### src/rtl/cdb_arbiter_pkg.sv
// Shared CDB constants, unit ids and the broadcast payload type.
// The decoder and ROB also use these definitions.
package cdb_arbiter_pkg;

  localparam int unsigned N_UNITS = 4;
  localparam int unsigned TAG_W   = 8;
  localparam int unsigned DATA_W  = 32;
  localparam int unsigned PTR_W   = (N_UNITS > 1) ? $clog2(N_UNITS) : 1;

  localparam logic [TAG_W-1:0] TAG_IDLE = '0;

  localparam int unsigned UNIT_ALU = 0;
  localparam int unsigned UNIT_LSU = 1;
  localparam int unsigned UNIT_BRU = 2;
  localparam int unsigned UNIT_MUL = 3;

  typedef logic [N_UNITS-1:0] unit_vec_t;

  typedef struct packed {
    logic [TAG_W-1:0]  index;
    logic [DATA_W-1:0] result;
  } cdb_pkt_t;

endpackage

### src/rtl/cdb_arbiter_if.sv
// Functional-unit <-> CDB owner signal bundle.
// The master modport is the arbiter; the slave modport is the unit side.
interface cdb_arbiter_if;
  import cdb_arbiter_pkg::*;

  logic                      br;
  unit_vec_t                 req;
  unit_vec_t                 grnt;
  unit_vec_t                 unit_valid;
  logic [N_UNITS*TAG_W-1:0]  unit_index;
  logic [N_UNITS*DATA_W-1:0] unit_result;
  logic [TAG_W-1:0]          cdb_index;
  logic [DATA_W-1:0]         cdb_result;
  logic                      proto_err;

  modport master (
    input  br, req, unit_valid, unit_index, unit_result,
    output grnt, cdb_index, cdb_result, proto_err
  );

  modport slave (
    output br, req, unit_valid, unit_index, unit_result,
    input  grnt, cdb_index, cdb_result, proto_err
  );

endinterface

### src/rtl/cdb_arbiter_rr_arbiter.sv
// Combinational round-robin picker: masked requests first; falls back to the raw
// requests when only the masked unit is asking. Returns a one-hot winner and the next pointer.
module rr_arbiter
  import cdb_arbiter_pkg::*;
(
  input  unit_vec_t        req_i,
  input  unit_vec_t        mask_i,
  input  logic [PTR_W-1:0] ptr_i,
  output unit_vec_t        gnt_o_c,
  output logic [PTR_W-1:0] ptr_nxt_o_c
);

  unit_vec_t        elig;
  unit_vec_t        cand;
  int unsigned      sum;
  logic [PTR_W-1:0] idx;
  logic             found;

  always_comb begin
    gnt_o_c     = '0;
    ptr_nxt_o_c = ptr_i;
    found       = 1'b0;
    sum         = 0;
    idx         = '0;
    elig        = req_i & ~mask_i;
    cand        = (elig != '0) ? elig : req_i;
    for (int unsigned off = 0; off < N_UNITS; off++) begin
      sum = 32'(ptr_i) + off;
      if (sum >= N_UNITS) sum = sum - N_UNITS;
      idx = PTR_W'(sum);
      if (!found && cand[idx]) begin
        found        = 1'b1;
        gnt_o_c[idx] = 1'b1;
        ptr_nxt_o_c  = (sum == N_UNITS - 1) ? '0 : PTR_W'(sum + 1);
      end
    end
  end

endmodule

### src/rtl/cdb_arbiter.sv
// Common-data-bus owner: registered round-robin grant, two-cycle-delayed capture of the
// granted unit's result, single-cycle broadcast and a sticky protocol-error flag.
module cdb_arbiter
  import cdb_arbiter_pkg::*;
(
  input  logic          clk,
  input  logic          rst,
  cdb_arbiter_if.master bus
);

  unit_vec_t        grnt_q, grnt_d;
  unit_vec_t        pend_q, pend_d;
  logic [PTR_W-1:0] rr_ptr_q, rr_ptr_d;
  cdb_pkt_t         cdb_q, cdb_d;
  logic             proto_err_q, proto_err_d;

  unit_vec_t        arb_gnt_c;
  logic [PTR_W-1:0] arb_ptr_c;
  cdb_pkt_t         sel_pkt_c;
  logic             sel_valid_c;
  logic             stray_c;
  logic             multi_c;
  logic             bad_tag_c;

  // grnt_q doubles as last_gnt: a unit's req lags its own fire by one cycle
  rr_arbiter u_rr (
    .req_i       (bus.req),
    .mask_i      (grnt_q),
    .ptr_i       (rr_ptr_q),
    .gnt_o_c     (arb_gnt_c),
    .ptr_nxt_o_c (arb_ptr_c)
  );

  // Capture mux on the pended unit plus protocol checks
  always_comb begin
    sel_pkt_c = '0;
    for (int unsigned i = 0; i < N_UNITS; i++) begin
      if (pend_q[i]) begin
        sel_pkt_c.index  = bus.unit_index[i*TAG_W +: TAG_W];
        sel_pkt_c.result = bus.unit_result[i*DATA_W +: DATA_W];
      end
    end
    sel_valid_c = |(bus.unit_valid & pend_q);
    stray_c     = |(bus.unit_valid & ~pend_q);
    multi_c     = !$onehot0(bus.unit_valid);
    bad_tag_c   = sel_valid_c && (sel_pkt_c.index == TAG_IDLE);
  end

  always_comb begin
    grnt_d      = grnt_q;
    pend_d      = pend_q;
    rr_ptr_d    = rr_ptr_q;
    cdb_d       = cdb_q;
    proto_err_d = proto_err_q;
    if (bus.br) begin
      grnt_d   = '0;
      pend_d   = '0;
      rr_ptr_d = '0;
      cdb_d    = '0;
    end else begin
      grnt_d = arb_gnt_c;
      pend_d = grnt_q;
      if (arb_gnt_c != '0) rr_ptr_d = arb_ptr_c;
      cdb_d       = (sel_valid_c && !bad_tag_c) ? sel_pkt_c : '0;
      proto_err_d = proto_err_q | stray_c | multi_c | bad_tag_c;
    end
  end

  always_ff @(posedge clk or negedge rst) begin
    if (!rst) begin
      grnt_q      <= '0;
      pend_q      <= '0;
      rr_ptr_q    <= '0;
      cdb_q       <= '0;
      proto_err_q <= 1'b0;
    end else begin
      grnt_q      <= grnt_d;
      pend_q      <= pend_d;
      rr_ptr_q    <= rr_ptr_d;
      cdb_q       <= cdb_d;
      proto_err_q <= proto_err_d;
    end
  end

  assign bus.grnt       = grnt_q;
  assign bus.cdb_index  = cdb_q.index;
  assign bus.cdb_result = cdb_q.result;
  assign bus.proto_err  = proto_err_q;

endmodule

### src/flat_wrapper.sv
// flat-port wrapper written by rule: the top's interface ports become plain ports
module cdb_arbiter_flat import cdb_arbiter_pkg::*;
  (clk, rst, bus_br, bus_req, bus_unit_valid, bus_unit_index, bus_unit_result, bus_grnt, bus_cdb_index, bus_cdb_result, bus_proto_err);
  cdb_arbiter_if bus_i ();
  input  logic clk;
  input  logic rst;
  input wire logic [$bits(bus_i.br)-1:0] bus_br;
  input wire logic [$bits(bus_i.req)-1:0] bus_req;
  input wire logic [$bits(bus_i.unit_valid)-1:0] bus_unit_valid;
  input wire logic [$bits(bus_i.unit_index)-1:0] bus_unit_index;
  input wire logic [$bits(bus_i.unit_result)-1:0] bus_unit_result;
  output wire logic [$bits(bus_i.grnt)-1:0] bus_grnt;
  output wire logic [$bits(bus_i.cdb_index)-1:0] bus_cdb_index;
  output wire logic [$bits(bus_i.cdb_result)-1:0] bus_cdb_result;
  output wire logic [$bits(bus_i.proto_err)-1:0] bus_proto_err;
  assign bus_i.br = bus_br;
  assign bus_i.req = bus_req;
  assign bus_i.unit_valid = bus_unit_valid;
  assign bus_i.unit_index = bus_unit_index;
  assign bus_i.unit_result = bus_unit_result;
  assign bus_grnt = bus_i.grnt;
  assign bus_cdb_index = bus_i.cdb_index;
  assign bus_cdb_result = bus_i.cdb_result;
  assign bus_proto_err = bus_i.proto_err;
  cdb_arbiter u_core (.clk(clk), .rst(rst), .bus(bus_i));
endmodule
### config.mk
export PLATFORM = sky130hd
export DESIGN_NAME = cdb_arbiter_flat
export DESIGN_NICKNAME = d
export VERILOG_FILES = /design/src/rtl/cdb_arbiter_pkg.sv /design/src/rtl/cdb_arbiter_if.sv /design/src/rtl/cdb_arbiter_rr_arbiter.sv /design/src/rtl/cdb_arbiter.sv /design/src/flat_wrapper.sv
export SDC_FILE = /design/constraint.sdc
export NUM_CORES = 1
export LEC_CHECK = 0
export CORE_MARGIN = 4
export CORE_UTILIZATION = 35
export CTS_BUF_LIST = sky130_fd_sc_hd__clkbuf_8
export DETAILED_ROUTE_END_ITERATION = 16
export GPL_TIMING_DRIVEN = 0
export PLACE_DENSITY = 0.87
export SYNTH_ARGS = -nofsm -noshare
export SYNTH_HDL_FRONTEND = slang
export SYNTH_SLANG_ARGS = --single-unit
### constraint.sdc
create_clock -name clk -period 2.7 [get_ports clk]
set_input_delay 0.27 -clock clk [delete_from_list [all_inputs] [get_ports clk]]
set_output_delay 0.27 -clock clk [all_outputs]
set_load 0.01 [all_outputs]
### Word level (Yosys, flattened, before mapping)

Index checks and enable logic that the tools add are counted.

| operators by class | value |
|---|---|
| multipliers | 0 |
| bitwise gates (word level) | 11 |
| divide/modulo/power cells | 0 |
| equal/unequal tests | 4 |
| shift-type cells | 0 |
| muxes and demuxes | 46 |
| magnitude comparators | 13 |
| add/subtract/negate cells | 14 |
| reduce and logical (&&, ||, !) cells | 22 |

Operator list:

| operator | number |
|---|---|
| $mux 40 | 6 |
| $eq 32x2->1 const B | 4 |
| $mux 32 | 4 |
| $mux 4 | 7 |
| $mux 2 | 10 |
| $and 4x4->4 | 3 |
| $lt 2x3->1 const B | 4 |
| $or 4x4->4 | 3 |
| $sub 3x3->4 const B | 3 |
| $mux 1 | 11 |
| $ge 3x3->1 const B | 3 |
| $logic_and 1x1->1 | 9 |
| $add 2x1->2 const B | 4 |
| $bmux 1 s2 | 4 |
| $demux 1 s2 | 4 |
| $ge 2x1->1 const B | 4 |
| $logic_not 8->1 | 1 |
| $not 4->4 | 2 |
| $reduce_bool 4->1 | 2 |
| $reduce_or 4->1 | 2 |
| $add 2x2->3 const B | 2 |
| $logic_not 1->1 | 5 |
| $reduce_bool 5->1 | 1 |
| $add 1x1->2 | 2 |
| other kinds (8) | 10 |

| storage, ports and cells | value |
|---|---|
| output and inout port bits | 45 |
| latch bits | 0 |
| bits in registers | 51 |
| ROM bits | 0 |
| memories kept | 0 |
| memory bits (writable) | 0 |

### Depth between registers and ports, before layout

| depth | value |
|---|---|
| word-level depth | 19 |
| mapped depth | 11 |

### Hierarchy

From an unflattened synthesis, not the netlist that was laid out.

| unflattened totals | value |
|---|---|
| cell total of the unflattened synthesis | 427 |
| area total of the unflattened synthesis | 3,716.1 µm² |

Modules (own cells, without submodules):

| module | instances | cells an instance | area an instance (µm²) |
|---|---|---|---|
| cdb_arbiter | 1 | 311 | 2,821.5 |
| rr_arbiter | 1 | 116 | 894.6 |

### Worst setup path before layout

OpenSTA, ideal clock, no wires.

| path | value |
|---|---|
| path type | register -> register |
| from | reg u_core.rr_ptr_q[1] |
| to | reg u_core.rr_ptr_q[1] |
| arrival | 2.596 ns |
| setup time | 0.125 ns |
| stages on the path, launching flop included | 12 |
| setup slack | -0.022 ns |
| path buffers | 1 |
| required time | 2.575 ns |
| period minus slack after synthesis | 2.722 ns |
| cell sequence | dfrtp_1 buf_2 inv_1 ha_1 inv_1 nor2_1 a22oi_1 o2bb2ai_2 a221o_1 and4bb_1 nand3_2 mux2_4 |

| between the ends | value |
|---|---|
| cells in the longest elaborated chain, start to end | 17 |
| elaborated cells between the ends (all ways) | 81 |

Ends and longest elaborated chain:

| item | RTL line | RTL |
|---|---|---|
| from (decl) | cdb_arbiter.sv:13 | `logic [PTR_W-1:0] rr_ptr_q, rr_ptr_d;` |
| from (signal assigned) | cdb_arbiter.sv:79 | `rr_ptr_q <= rr_ptr_d;` |
| parallel branches: the longest is 17 deep, another holds $sub 3x3->4 | n/a |  |

Several ways; the timed one is not identified. The select of a mux whose other input is x is not followed.
A chain may end at the register's enable or synchronous reset.

### Worst setup path after layout

Same ends and word-level chain as after synthesis.

==> key figures <==
Yosys
  – Synth top area share: 0.351
  – Mapped Area: 3640 um^2
  – Syn_nets: 615
  – Largest area contributor in the netlist: dfrtp_1
  – Top cells by area, synth: dfrtp_1 35%, nor2_1 9.3%, a221o_1 9.1%
  – Library cells used by synthesis: 62
  – Cells after Synth: 433
  – Cell with the most instances after synthesis: nor2_1
  – Number of synthesized flops with an enable pin: 0
  – Syn avg cell area: 8.40 um^2
  – Synth warn: 0
  – Synth cell count leaders: 90 x nor2_1, 51 x dfrtp_1, 40 x a21oi_1, 36 x o21ai_0, 33 x a221o_1
  – Register area share after synthesis: 0.351
  – Post-synth top flop: dfrtp_1
  – #FFs+latches synth: 51
  – Async set-or-reset flop fraction in the synthesized netlist: 1.00

GRT
  – Total grt overflow: 0
  – GRT Util Overall: 0.253
  – Pin count of the biggest net entering global routing: 38
  – Number of global-route vias before repair: 4489
  – First-pass GRT wire length: 23400 um
  – Initial antenna violation count: 0

Finish
  – Share of layout cells above drive strength 1: 0.104
  – Antenna cells: 0
  – Core Util, Final: 0.640
  – Area grow syn2layout: 75.1%
  – Nets: 854
  – Filler cells: 796

Die
  – Full die area: 12100 um^2
  – I/O pins: 216
  – Initial core utilization: 0.365
  – Core area: 9950 um^2
  – Num rows: 36
  – Die Width: 110 um
  – Chip Height: 110 um

Timing
  – Final setup viols: 2
  – Worst Skew: 0.0126 ns
  – Hold Vio Cnt, Final: 0
  – Minimum clock period: 2.78 ns
  – Peak Freq: 359 MHz
  – Unrepaired setup endpoints after global routing: true
  – Worst-margin pin slew: 0.626 ns
  – PnR worst setup slack: -0.0828 ns
  – Relative slew slack: 0.583
  – Final Max Tran Viols: 0
  – Final Cycle Share: 1.03

Placement
  – Pre-CTS setup slack: -0.547 ns
  – Final Wtd Congestion: 0.937
  – Post-detail-place hpwl: 12800 um
  – Port Buffers: 214

Setup path
  – Endpoint class of the critical path: flip-flop
  – CP peak stage delay: 0.46 ns
  – Worst Setup Path Type: reg2reg
  – CP Launch Type: flip-flop
  – Max stage delay cell, worst path: dfrtp_2
  – CP Max Fanout: 5
  – WP data arrival: 2.98 ns
  – R2R depth: 11
  – CP cell instances: buf_4 > or3b_4 > a2111oi_4 > a211oi_2 > buf_4 > a211oi_4 > buf_6 > a22o_1 > a211oi_4 > nand3_2 > mux2_4
  – CP required: 2.89 ns

Route
  – Initial DRC count: 394
  – Final wirelength: 16600 um
  – First drt pass iteration count: 5
  – Via density: 5.65
  – Vias: 4552
  – ANT nets after route: 0
  – Per-cell routed wire length: 20.6 um
  – DRC: 0

Clock tree
  – CTS tree: yes
  – Clock sinks: 51
  – Reg clk slew, reported paths: 0.09 ns
  – Clock root buffer: clkbuf_8
  – Clock Tree Buf Depth: 2
  – Num CTS Buffers: 5
  – # H-tree levels: 2
  – Clk Latency, worst-skew pair: 0.30 ns

Job
  – MaxCap Viol Count: 0

Power and ir drop
  – Power Density: 693 nW/um^2
  – Pleak: 2.50 nW
  – Final Power: 4.41 mW
  – VDD IR max: 0.000445 V

Outcome
  – Status: finished, violations left
  – Failing checks: negative setup slack

Min path
  – Worst Hold Class: in2async
## cell usage in the layout (no fill, tap or decap), types with 3 or more instances in the layout
master	n
nand3_1	3
o21ai_0	35
nand3b_1	3
a22o_1	4
a221oi_1	9
clkbuf_1	18
buf_4	14
a222oi_1	3
clkbuf_8	6
nand2b_1	5
or2_2	3
ha_1	9
clkbuf_2	6
o21bai_1	3
nand2_1	13
nand4_1	5
nor2_1	89
dfrtp_1	46
buf_6	3
nor2b_1	8
dfrtp_2	5
buf_1	7
nor3_1	7
o31a_1	7
clkdlybuf4s50_1	211
inv_1	12
a21oi_1	39
a221o_1	33
## cell families (layout without fill, tap and decap cells)
family                   count (synthesis)  count (layout)  share of synthesized area
AND/OR/NAND/NOR                        159             159                      0.211
adder cells (fa/ha/maj)                 11              11                     0.0399
multiplexers                             2               2                    0.00688
flip-flops                              51              51                      0.351
buffers and inverters                   48             288                     0.0509
AO/OA/AOI/OAI                          162             162                      0.340
## sequential cells by signal (all words and copies together) (netlist names)
register / cells
u_core.rr_ptr_q: 2
u_core.bus.cdb_index: 8
u_core.bus.cdb_result: 32
u_core.bus.proto_err: 1
u_core.bus.grnt: 4
u_core.pend_q: 4
## layout make-up
| cell class | count | area [um^2] | share of cell area |
|---|---|---|---|
| timing repair buffer | 233 | 2320 | 0.365 |
| inverter | 14 | 65.1 | 0.0102 |
| clock inverter | 2 | 12.5 | 0.00197 |
| buffer | 33 | 146 | 0.0230 |
| multi-input combinational | 334 | 2290 | 0.359 |
| tap | 133 | 166 | 0.0261 |
| clock buffer | 6 | 82.6 | 0.0130 |
| sequential | 51 | 1280 | 0.201 |
## critical path, delay by kind of cell (launching register included)
| family | cells | cell delay (ns) |
|---|---|---|
| muxes | 1 | 0.30 |
| buffers and inverters | 3 | 0.50 |
| AOI/OAI and AO/OA | 5 | 0.88 |
| and+or+nand+nor | 2 | 0.52 |
| DFF | 1 | 0.46 |
## final timing paths
path                                 startpoint                       end  slack, ns
setup reg to reg             u_core.rr_ptr_q[1]        u_core.rr_ptr_q[1]      -0.08
max in group asynchronous                   rst        u_core.bus.grnt[0]       1.78
setup / recovery             u_core.rr_ptr_q[1]        u_core.rr_ptr_q[1]      -0.08
hold / removal                              rst  u_core.bus.cdb_result[9]       0.40
min in group clk           u_core.bus.proto_err      u_core.bus.proto_err       0.48
hold reg to reg            u_core.bus.proto_err      u_core.bus.proto_err       0.48
## through the flow
step	instance area, um^2	cells	setup TNS, ns	hold slack (ns)
floorplan	3640	433	0	-0.0256
global placement	5950	780	-3.96	0.460
detailed placement	5960	781	-5.47	0.190
CTS	6220	798	-0.0278	0.422
global route	6370	806	-0.297	0.429
finish	6370	806	-0.0844	0.401
## per-layer routing
metal / vias to the layer above / wire length [um] / GRT usage
met4: 0 / 553 / 0.0882
met5: - / 0 / 0
li1: 2087 / - / -
met3: 45 / 1460 / 0.0628
met2: 240 / 8550 / 0.461
met1: 2180 / 6070 / 0.285
## power breakdown
part | leakage (nW) | switching (mW) | internal (mW) | total [mW]
registers | 0.695 | 0.104 | 0.845 | 0.948
logic | 1.75 | 1.55 | 1.46 | 3.02
clock network | 0.0526 | 0.240 | 0.207 | 0.447
## what timing repair did
item | in CTS | in global routing
hold buffers | 1 | 0
gates resized for setup | 24 | 19
endpoints found under the hold margin | 14 | 0
pin swaps | 5 | 13
buffers inserted | 8 | 9
setup endpoints to repair | 35 | 32
Note: power is estimated with default switching activity, not from simulation.
